===== src/rtl/rwm_frame_ctrl.sv =====
// rwm_frame_ctrl: sequences clear, capture-write and readback commands
// to the RWM for one camera frame, with a per-operation timeout.
module rwm_frame_ctrl #(
  parameter logic [15:0] TIMEOUT  = 16'd50000,
  parameter bit          CLEAR_EN = 1'b1
) (
  input  logic       clk,
  input  logic       rst_n,
  input  logic       start,
  input  logic       abort,
  input  logic       cam_frame_valid,
  input  logic       RWM_done,
  output logic       RWM_enable,
  output logic       rw,
  output logic       clear,
  output logic       busy,
  output logic       frame_done,
  output logic       error,
  output logic [7:0] frame_cnt
);

  localparam logic [3:0] S_IDLE     = 4'd0;
  localparam logic [3:0] S_CLR_CMD  = 4'd1;
  localparam logic [3:0] S_CLR_WAIT = 4'd2;
  localparam logic [3:0] S_CAP_ARM  = 4'd3;
  localparam logic [3:0] S_CAP_CMD  = 4'd4;
  localparam logic [3:0] S_CAP_WAIT = 4'd5;
  localparam logic [3:0] S_RD_CMD   = 4'd6;
  localparam logic [3:0] S_RD_WAIT  = 4'd7;
  localparam logic [3:0] S_DONE     = 4'd8;
  localparam logic [3:0] S_ERR      = 4'd9;

  logic [3:0]  r_state;
  logic [3:0]  w_next;
  logic [15:0] r_cnt;
  logic        w_wait;
  logic        w_tmo;

  assign w_wait = (r_state == S_CLR_WAIT) ||
                  (r_state == S_CAP_WAIT) ||
                  (r_state == S_RD_WAIT);

  // a done arriving on the last counted cycle still wins
  assign w_tmo = !RWM_done && (r_cnt == TIMEOUT - 16'd1);

  always_comb begin
    w_next = r_state;
    if (abort) begin
      w_next = S_IDLE;
    end else begin
      unique case (r_state)
        S_IDLE:
          if (start)
            w_next = CLEAR_EN ? S_CLR_CMD : S_CAP_ARM;
        S_CLR_CMD:  w_next = S_CLR_WAIT;
        S_CLR_WAIT:
          if (RWM_done)   w_next = S_CAP_ARM;
          else if (w_tmo) w_next = S_ERR;
        S_CAP_ARM:
          if (cam_frame_valid) w_next = S_CAP_CMD;
        S_CAP_CMD:  w_next = S_CAP_WAIT;
        S_CAP_WAIT:
          if (RWM_done)   w_next = S_RD_CMD;
          else if (w_tmo) w_next = S_ERR;
        S_RD_CMD:   w_next = S_RD_WAIT;
        S_RD_WAIT:
          if (RWM_done)   w_next = S_DONE;
          else if (w_tmo) w_next = S_ERR;
        S_DONE:     w_next = S_IDLE;
        S_ERR:      w_next = S_ERR;
        default:    w_next = S_IDLE;
      endcase
    end
  end

  always_ff @(posedge clk or negedge rst_n) begin
    if (!rst_n)
      r_cnt <= '0;
    else if (!w_wait)
      r_cnt <= '0;
    else if (!RWM_done)
      r_cnt <= r_cnt + 16'd1;
  end

  // outputs decode the next state so they line up with r_state
  always_ff @(posedge clk or negedge rst_n) begin
    if (!rst_n) begin
      r_state    <= S_IDLE;
      RWM_enable <= 1'b0;
      rw         <= 1'b0;
      clear      <= 1'b0;
      busy       <= 1'b0;
      frame_done <= 1'b0;
      error      <= 1'b0;
      frame_cnt  <= 8'd0;
    end else begin
      r_state    <= w_next;
      RWM_enable <= (w_next == S_CLR_CMD) ||
                    (w_next == S_CAP_CMD) ||
                    (w_next == S_RD_CMD);
      rw         <= (w_next == S_CAP_CMD) ||
                    (w_next == S_CAP_WAIT);
      clear      <= (w_next == S_CLR_CMD) ||
                    (w_next == S_CLR_WAIT);
      busy       <= (w_next != S_IDLE);
      frame_done <= (w_next == S_DONE);
      if (w_next == S_DONE)
        frame_cnt <= frame_cnt + 8'd1;
      if (abort)
        error <= 1'b0;
      else if (w_next == S_ERR)
        error <= 1'b1;
    end
  end

endmodule


===== config.mk =====
export PLATFORM = sky130hd
export DESIGN_NAME = rwm_frame_ctrl
export DESIGN_NICKNAME = d
export VERILOG_FILES = /design/src/rtl/rwm_frame_ctrl.sv
export SDC_FILE = /design/constraint.sdc
export NUM_CORES = 1
export LEC_CHECK = 0
export ABC_CLOCK_PERIOD_IN_PS = 2300
export BUFFER_PORTS_ARGS = -buffer_cell sky130_fd_sc_hd__buf_2
export CAP_MARGIN = 10
export CORE_ASPECT_RATIO = 0.6
export CORE_UTILIZATION = 45
export CTS_CLUSTER_DIAMETER = 200
export DETAILED_ROUTE_END_ITERATION = 16
export PLACE_DENSITY = 0.64
export SLEW_MARGIN = 40
export SYNTH_ARGS = -nofsm -noshare
export SYNTH_HDL_FRONTEND = slang
export SYNTH_SLANG_ARGS = --single-unit

===== constraint.sdc =====
create_clock -name clk -period 2.3 [get_ports clk]
set_input_delay 0.115 -clock clk [delete_from_list [all_inputs] [get_ports clk]]
set_output_delay 0.115 -clock clk [all_outputs]
set_load 0.05 [all_outputs]

# Yosys cells after proc, flatten, opt, wreduce, memory -nomap -nowiden
# Index checks and enable logic that the tools add are counted.
# totals
regBits	34
input_bits	6
out_inout_bits	14
word_cells	51
# classes
n_addsub	2
eq_ne	17
n_mux	12
n_reduce_logical	11
# op_table
cell	n
$pmux 4 s9	1
$mux 16	2
$eq 4x3->1 const B	7
$mux 4	7
$add 16x1->16 const B	1
$eq 16x16->1 const B	1
$eq 4x2->1 const B	3
$eq 4x4->1 const B	3
$add 8x1->8 const B	1
$eq 4x1->1 const B	2
$logic_or 1x1->1	6
$logic_not 4->1	1
$reduce_bool 4->1	1
$mux 1	2
$ne 2x2->1 const B	1
$reduce_bool 2->1	1
$logic_and 1x1->1	1
$logic_not 1->1	1

# Depth between registers and ports, before layout
# Gate-level depths: netlist of the first run.
# logic_depth
depth_word	9
depth_mapped	8
mapped_depth_nobuf	7

# Worst setup path after synthesis of the first run
# Ideal clock, no wire load.
# synth_timing
kind	reg2reg
start	reg r_cnt[4]
end	reg frame_cnt[1]
setup_ps	125
arrival_time_ps	2038
required_ps	2175
path_slack_ps	138
stages_incl_launch_ff	7
path_buffers	1
synth_period_minus_slack_ps	2162
cell_sequence	dfrtp_1 or4b_4 nor4_4 nor3_1 and4bb_1 buf_6 mux2_2
# synth_via
elab_chain_len	7
elab_cells_between_ends	9
classes_between	2 x eq/ne; 6 x mux; 1 x reduce/logical
# synth_lines
item	line	source
from (decl)	35	logic [15:0] r_cnt;
from (signal assigned)	82	r_cnt <= r_cnt + 16'd1;
$eq 16x16->1 *	44	assign w_tmo = !RWM_done && (r_cnt == TIMEOUT - 16'd1);
$logic_and 1x1->1 *	44	
$mux 4 *	58, 64, 68	
$mux 4 (on tied branches)	67, 57, 63	
$pmux 4 s9 *	51	unique case (r_state)
$mux 4 *	48	if (abort) begin
$eq 4x4->1 *	107	if (w_next == S_DONE)
to (signal assigned)	108	frame_cnt <= frame_cnt + 8'd1;
to (decl)	19	output logic [7:0] frame_cnt
# Every way passes the cells marked *; elsewhere a longest branch is shown, timed or not.
# A chain may end at the register's enable or synchronous reset.

# Worst setup path after layout of the first run
# layout_timing
start	reg r_cnt[12]
end	reg frame_cnt[1]
# Same word-level chain as after synthesis.

==> flow_summary.json, run 1 <==
{
  "status": "complete, no violations",
  "cts_tree": "yes",
  "htreeDepth": 2,
  "critPathBufInv": 0,
  "dieArea_mm2": 0.00413,
  "synth_seq_cells": 34,
  "yosysWarnings": 0,
  "cts-root-buf": "clkbuf_8",
  "setup_viol_count_final": 0,
  "power_leakage_nw": 0.974,
  "clock_skew_ns": 0.00552,
  "rsz0062_at_grt": "false",
  "rows": 17,
  "viasPerCell": 5.33,
  "routed_wl_mm": 3.43,
  "cp_max_fo": 9,
  "drt_pass1_iterations": 4,
  "async_reset_ff_share_pct": 100,
  "cp-end-kind": "register",
  "num_vias": 1339,
  "drt_iter0_markers": 32,
  "crit_path_max_incr_delay_ns": 0.55,
  "syn_inst": 172,
  "avgSynthCellArea_um2": 10.1,
  "finalCritPeriodShare_pct": 96.4,
  "stdcell_area_mm2": 0.00203,
  "timing.fmax_mhz": 451,
  "synth.distinct_cells": 37,
  "cts_sinks": 34,
  "period_minus_slack_ns": 2.22,
  "finalHoldViolCount": 0,
  "yosysTopAreaCell": "dfrtp_1",
  "cts_setup_buffers": 0,
  "dpl_cell_area_mm2": 0.00192,
  "hpwl_mm": 2.45,
  "initial_utilization_pct": 47.3,
  "die_h_um": 50.2,
  "hp-class": "input port to register",
  "slew_headroom_pct": 64.7,
  "synth_edf_count": 0,
  "synth_commonest_cells": "34 x dfrtp_1, 18 x nor2_1, 13 x nand2_1",
  "antenna_found_initial": 0,
  "grt_pass1_wl_mm": 5.81,
  "tns_ns": 0,
  "overflow": 0,
  "clk_pin_slew_ns": 0.07,
  "worst_path_dominant_cell_family": "simple AND/OR/NAND/NOR gates",
  "n_fill_cell": 331,
  "yosysMostFrequentCell": "dfrtp_1",
  "grt_usage_pct": 19.2,
  "syn_area_mm2": 0.00174,
  "yosysSeqAreaShare_pct": 48.9,
  "drv_slew": 0,
  "cts_max_path_buffers": 2,
  "crit_chain": "or4b_4 > nor4_4 > nor3_1 > and4bb_2 > mux2_2",
  "post-route-drc-count": 0,
  "tightest_slew_ns": 0.529,
  "finalNetCount": 211,
  "p_per_area_mw_per_mm2": 643,
  "numCtsBuffers": 5,
  "ant_nets": 0,
  "gp_congestion": 0.850,
  "grt_pass1_vias": 1290,
  "synthesis.nets": 180,
  "ys_top_cells_by_area": "dfrtp_1 49%, xor2_1 5.5%, xnor2_1 5.0%",
  "core_area_mm2": 0.00368,
  "required_ns": 2.47,
  "yosysTopAreaCellShare_pct": 48.9,
  "area_growth_pct": 16.6,
  "boundaryPins": 20,
  "regArea_um2": 851,
  "drive_gt1_share_pct": 21.6,
  "diodes": 0,
  "vdd_ir_drop_max_mv": 0.352,
  "multi_input_area_um2": 811,
  "port_buffers": 19,
  "crit_arrival_ns": 2.39,
  "die_w_um": 82.3,
  "worst_path_max_delay_cell": "or4b_4",
  "routedWlPerCell_um": 13.7,
  "max_cap_violations": 0,
  "insertion_delay_ns": 0.28,
  "grt_max_degree": 35,
  "cp-start-kind": "register",
  "crit_type": "register to register",
  "dominantRegCellSynth": "dfrtp_1"
}
final timing paths:
kind | start | to | slack, ns | cells past startpoint
max | r_cnt[12] | frame_cnt[1] | 0.08 | 5
min | abort | error | 0.12 | 2
max reg2reg | r_cnt[12] | frame_cnt[1] | 0.08 | 5
min reg2reg | frame_cnt[7] | frame_cnt[7] | 0.48 | 1
max in group asynchronous | rst_n | r_cnt[6] | 1.69 | 2
min in group asynchronous | rst_n | frame_cnt[2] | 0.30 | 2
kinds of logic (layout without fill, tap and decap cells):
kind of cell               after synthesis  after routing  synth area share, %
and+or+nand+nor                         76             76                 25.2
DFF                                     34             34                 48.9
AOI/OAI and AO/OA                       22             22                 7.63
xor gates and xnor gates                21             21                 10.6
buffers and inverters                   14             46                 4.46
muxes                                    3              3                 1.80
adders and majority gates                2              2                 1.44
worst reg2reg max path, stage by stage, from the launching register on:
cell      delay [ns]
dfrtp_1         0.38
or4b_4          0.55
nor4_4          0.29
nor3_1          0.10
and4bb_2        0.43
mux2_2          0.36
per-layer routing:
metal  vias up  GRT usage, %  routed length [µm]
met5         -             0                   0
met4         0          6.43                  18
met3         2          6.00                 143
met2        26          31.0                1600
met1       654          24.4                1670
li1        657             -                   -
layout by cell type (no fill, tap or decap), types with 2 or more instances in the layout:
cell type | Yosys | layout
nor2_1 | 18 | 18
or3b_2 | 2 | 2
o21ai_0 | 4 | 4
inv_1 | 8 | 8
or4bb_1 | 2 | 2
clkbuf_8 | 1 | 6
nor3_1 | 5 | 5
o22ai_1 | 2 | 2
and3_1 | 3 | 3
buf_2 | 0 | 18
o211ai_1 | 2 | 2
a21oi_1 | 7 | 7
xor2_1 | 11 | 11
nand2_1 | 13 | 13
dfrtp_1 | 34 | 34
or3_1 | 5 | 5
a31oi_1 | 4 | 4
ha_1 | 2 | 2
xnor2_1 | 10 | 10
nor2b_1 | 4 | 4
nand4_1 | 8 | 8
mux2i_1 | 2 | 2
nand3_1 | 7 | 7
buf_4 | 0 | 11
state kept, by name, indices dropped and copies added, names as in the netlist:
register,count
frame_cnt,8
frame_done,1
error,1
r_state,4
rw,1
r_cnt,16
RWM_enable,1
clear,1
busy,1
report_power, final:
group	internal (mW)	switching (mW)	total, mW
Combinational	0.0640	0.142	0.206
Sequential	0.621	0.0182	0.639
Clock	0.241	0.219	0.459
stage by stage:
| step | instances | util, % | setup slack, ns | hold WS, ns | power, mW |
|---|---|---|---|---|---|
| floorplan | 172 | - | 0.138 | -0.181 | 0.798 |
| global placement | 242 | 52.2 | 0.0496 | 0.209 | 0.853 |
| detailed placement | 242 | 52.2 | 0.00478 | 0.226 | 0.856 |
| CTS | 251 | 55.0 | 0.0112 | 0.101 | 1.32 |
| global route | 251 | 55.1 | 0.00879 | 0.111 | 1.37 |
| finish | 251 | 55.1 | 0.0831 | 0.122 | 1.30 |
final cells by class:
class / instances / share of cell area [%]
Sequential cell: 34 / 41.9
Clock inverter: 2 / 0.617
Multi-Input combinational cell: 124 / 40.0
Inverter: 8 / 1.48
Clock buffer: 6 / 4.07
Tap cell: 47 / 2.90
Timing Repair Buffer: 30 / 9.01
timing repair:
item | in CTS | in global routing
hold buffers | 1 | 0
resized for setup | 0 | 1
endpoints found under the hold margin | 34 | 0
setup endpoints to repair | 0 | 4
(Power assumes the default switching activity.)
==> run 2: changes to the inputs <==
Settings changed: CELL_PAD_IN_SITES_DETAIL_PLACEMENT set to 1, CELL_PAD_IN_SITES_GLOBAL_PLACEMENT set to 2, CORE_UTILIZATION 45 to 33, PLACE_DENSITY 0.64 to 0.71.
==> flow_summary.json, run 2 (synthesis gave the netlist of run 1 again) <==
{
  "status": "complete, no violations",
  "dpl_cell_area_mm2": 0.00196,
  "max_cap_violations": 0,
  "drt_iter0_markers": 51,
  "detailedPlace.worstSlack_ns": 0.00969,
  "cts_max_path_buffers": 2,
  "clock_power_share_pct": 44.8,
  "overflow": 0,
  "reg.largest.list": "r_cnt x16, frame_cnt x8, r_state x4",
  "num_vias": 1381,
  "viasPerCell": 5.08,
  "rsz0062_at_grt": "true",
  "drive_gt1_share_pct": 22.3,
  "worst_r2r_path_depth": 5,
  "cts_tree": "yes",
  "cts_sinks": 34,
  "numCtsBuffers": 5,
  "finalHoldViolCount": 0,
  "cp-end-kind": "register",
  "boundaryPins": 20,
  "cts_setup_buffers": 0,
  "crit_arrival_ns": 2.36,
  "grt_pass1_wl_mm": 7.27,
  "drt_pass1_iterations": 4,
  "cp-start-kind": "register",
  "required_ns": 2.48,
  "largest_reg_flops": 16,
  "initial_utilization_pct": 34.4,
  "cp_max_fo": 9,
  "antenna_found_initial": 0,
  "layout_common_cells": "34 x dfrtp_1, 18 x nor2_1, 18 x buf_2",
  "grt_pass1_vias": 1446,
  "drv_slew": 0,
  "hp-class": "input port to register",
  "tns_ns": 0,
  "cts-root-buf": "clkbuf_8",
  "tightest_slew_ns": 0.571,
  "grt_max_degree": 35,
  "diodes": 0,
  "slew_headroom_pct": 61.8,
  "crit_type": "register to register",
  "layout_commonest_cell": "dfrtp_1",
  "setup_viol_count_final": 0,
  "vdd_ir_drop_max_mv": 0.272,
  "hpwl_mm": 3.19,
  "core_area_mm2": 0.00505,
  "clock_skew_ns": 0.00592,
  "finalNetCount": 213,
  "power_leakage_nw": 1.01,
  "p_sw_mw": 0.402,
  "ant_nets": 0,
  "finalCritPeriodShare_pct": 95.0,
  "clk_pin_slew_ns": 0.07,
  "rows": 20,
  "port_buffers": 19,
  "largest-register": "r_cnt",
  "routed_wl_mm": 4.17,
  "die_w_um": 95.7,
  "worstHoldPathCells": 2,
  "routedWlPerCell_um": 15.3,
  "area_growth_pct": 21.8,
  "gp_congestion": 0.762,
  "intPower_mw": 1.15,
  "post-route-drc-count": 0,
  "p_per_area_mw_per_mm2": 732,
  "comb_power_share_pct": 14.1,
  "dieArea_mm2": 0.00557,
  "htreeDepth": 2,
  "insertion_delay_ns": 0.29,
  "grt_usage_pct": 17.4,
  "report.power.total_mw": 1.55,
  "postLayoutCoreUtil_pct": 41.9,
  "pwr-share-seq_pct": 41.1,
  "setup_ws_ns": 0.115,
  "period_minus_slack_ns": 2.19,
  "stdcell_area_mm2": 0.00212,
  "swShare_pct": 25.9,
  "timing.fmax_mhz": 458,
  "reg2reg_slack_ns": 0.11,
  "die_h_um": 58.2
}
==> run 2: cell count changes in the layout (fill, tap and decap cells not counted) <==
cell        change
and4bb_2        -1
and4bb_4        +1
buf_4           +2
bufinv_16       +2
clkinv_2        -1
clkinvlp_4      -1
==> run 2: final cells by class <==
cell class                 instances  area, µm²
clock buffer                       6       82.6
multi-input combinational        124        815
timing repair buffer              32        198
fill                             590       2940
inverter                           8       30.0
sequential                        34        851
clock inverter                     2       60.1
tap                               66       82.6
==> run 2: metrics by stage <==
stage | hold WS (ns) | instances
2_1_floorplan | -0.181 | 172
3_3_place_gp | 0.218 | 263
3_5_place_dp | 0.241 | 263
4_1_cts | 0.0950 | 272
5_1_grt | 0.110 | 272
6_report | 0.101 | 272
==> run 2: what timing repair did <==
action	4_1_cts	5_1_grt
setup endpoints to repair	2	2
gates cloned	0	0
hold buffers	1	0
hold endpoints to repair	34	0
gates resized for setup	1	1
==> run 2: worst max-delay path, cell delays in order (launching register included) <==
cell,delay (ns)
dfrtp_1,0.38
or4b_4,0.54
nor4_4,0.30
nor3_1,0.10
and4bb_4,0.40
mux2_2,0.34
==> run 2: path summary, 6_finish.rpt <==
path / from / end
hold reg to reg: frame_cnt[7] / frame_cnt[7]
setup reg to reg: r_cnt[12] / frame_cnt[1]
min in group asynchronous: rst_n / frame_cnt[6]
hold / removal: abort / error
max in group asynchronous: rst_n / r_cnt[3]
setup / recovery: r_cnt[12] / frame_cnt[1]
==> run 2: power groups by stage <==
stage               sequential [mW]  clock [mW]  combinational, mW
floorplan                     0.712           0             0.0859
global placement              0.646           0              0.212
detailed placement            0.649           0              0.218
CTS                           0.638       0.709              0.220
global route                  0.641       0.739              0.238
finish                        0.637       0.694              0.218
==> run 2: layer usage <==
metal,wire (µm),share of wire (%),vias up,global-route usage [%]
met5,0,0,-,0
met1,2110,51,694,24.3
li1,-,-,666,-
met4,19,0.46,0,4.48
met3,130,3.1,2,4.33
met2,1910,46,19,27.1
==> run 3: changes to the inputs <==
Settings changed: REMOVE_ABC_BUFFERS set to 1.
==> flow_summary.json, run 3 (synthesis gave the netlist of run 1 again) <==
{
  "insertion_delay_ns": 0.29,
  "die_w_um": 95.7,
  "diodes": 0,
  "worstSetupStartpoint": "r_cnt[12]",
  "routed_wl_mm": 3.96,
  "grt_usage_pct": 16.7,
  "setup_viol_count_final": 0,
  "hpwl_mm": 3.00,
  "layout_common_cells": "34 x dfrtp_1, 18 x nor2_1, 18 x buf_2",
  "cts_setup_buffers": 0,
  "finalNetCount": 212,
  "boundaryPins": 20,
  "gp_congestion": 0.797,
  "status": "complete, but fails checks",
  "max_cap_violations": 0,
  "grt_pass1_wl_mm": 6.87,
  "num_vias": 1358,
  "drt_pass1_iterations": 10,
  "busiest_layer": "met2",
  "required_ns": 2.48,
  "die_h_um": 58.2,
  "clk_pin_slew_ns": 0.07,
  "r2r-start": "r_cnt[12]",
  "post-route-drc-count": 1,
  "routedWlPerCell_um": 14.6,
  "slew_headroom_pct": 62.6,
  "rows": 20,
  "antenna_found_initial": 0,
  "largest-register": "r_cnt",
  "cts-root-buf": "clkbuf_8",
  "finalHoldViolCount": 0,
  "largest_reg_flops": 16,
  "use_met3_pct": 4.33,
  "period_minus_slack_ns": 2.18,
  "cts_sinks": 34,
  "initial_utilization_pct": 34.4,
  "crit_type": "register to register",
  "cts_tree": "yes",
  "tns_ns": 0,
  "finalCritPeriodShare_pct": 94.9,
  "cp_max_fo": 9,
  "crit_arrival_ns": 2.36,
  "cp-start-kind": "register",
  "htreeDepth": 2,
  "grt_use_met2_pct": 26.1,
  "port_buffers": 19,
  "dp_cells": 262,
  "layout_commonest_cell": "dfrtp_1",
  "vdd_ir_drop_max_mv": 0.348,
  "viasPerCell": 5.01,
  "timing.fmax_mhz": 458,
  "clock_skew_ns": 0.00581,
  "overflow": 0,
  "rsz0062_at_grt": "false",
  "ant_nets": 0,
  "p_per_area_mw_per_mm2": 719,
  "area_growth_pct": 21.1,
  "layout.cells.non_filler": 271,
  "core_area_mm2": 0.00505,
  "reg.largest.list": "r_cnt x16, frame_cnt x8, r_state x4",
  "hp-class": "input port to register",
  "power_leakage_nw": 1.00,
  "tightest_slew_ns": 0.559,
  "violations": "DRC",
  "numCtsBuffers": 5,
  "grt_max_degree": 35,
  "cts_max_path_buffers": 2,
  "hp-start": "abort",
  "dieArea_mm2": 0.00557,
  "drv_slew": 0,
  "cp-end-kind": "register",
  "drt_iter0_markers": 23,
  "drive_gt1_share_pct": 22.0,
  "use_met1_pct": 21.9,
  "grt_pass1_vias": 1473
}
-- run 3: cell type report --
| type | instances | area (µm²) |
|---|---|---|
| timing repair buffer | 31 | 190 |
| inverter | 8 | 30.0 |
| clock inverter | 3 | 68.8 |
| sequential | 34 | 851 |
| tap | 66 | 82.6 |
| clock buffer | 5 | 68.8 |
| multi-input combinational | 124 | 815 |
| fill | 592 | 2950 |
-- run 3: through the flow --
step / utilization [%] / power [mW] / hold WS, ns / area [µm²] / setup slack (ns)
finish: 41.7 / 1.51 / 0.0977 / 2110 / 0.117
global route: 41.7 / 1.58 / 0.110 / 2110 / 0.0206
CTS: 41.5 / 1.54 / 0.0837 / 2100 / 0.0486
detailed placement: 38.6 / 0.862 / 0.233 / 1950 / -0.00180
global placement: 38.6 / 0.858 / 0.231 / 1950 / 0.0292
floorplan: - / 0.788 / -0.181 / 1690 / 0.0793
-- run 3: worst max-delay path, cell delays in order, from the launching register on --
cell and delay [ns]:
dfrtp_1 0.38, or4b_4 0.55, nor4_4 0.30, nor3_1 0.11
and4bb_4 0.40, mux2_2 0.34
-- run 3: layer usage --
metal,wire length [µm],vias to the layer above
met3,140,5
met5,0,-
met2,1750,21
li1,-,660
met4,58,0
met1,2020,672
-- run 3: repair_timing --
action                                 in CTS  in global routing
hold buffers                                1                  0
resized for setup                           1                  1
setup endpoints to repair                   2                  2
pin swaps                                   0                  0
endpoints found under the hold margin      34                  0
-- run 3: power by group --
part           switching (mW)  internal, mW
combinational           0.146        0.0646
sequential             0.0198         0.621
clock                   0.228         0.434
total                   0.394          1.12
-- run 3: path summary, 6_finish.rpt --
path | endpoint | slack, ns | cells after the start
worst max-delay path | frame_cnt[1] | 0.12 | 5
worst min-delay path | error | 0.1 | 2
worst max register to register | frame_cnt[1] | 0.12 | 5
worst min register to register | frame_cnt[7] | 0.48 | 1
max in group asynchronous | r_cnt[14] | 1.67 | 2
min in group asynchronous | frame_cnt[2] | 0.31 | 2
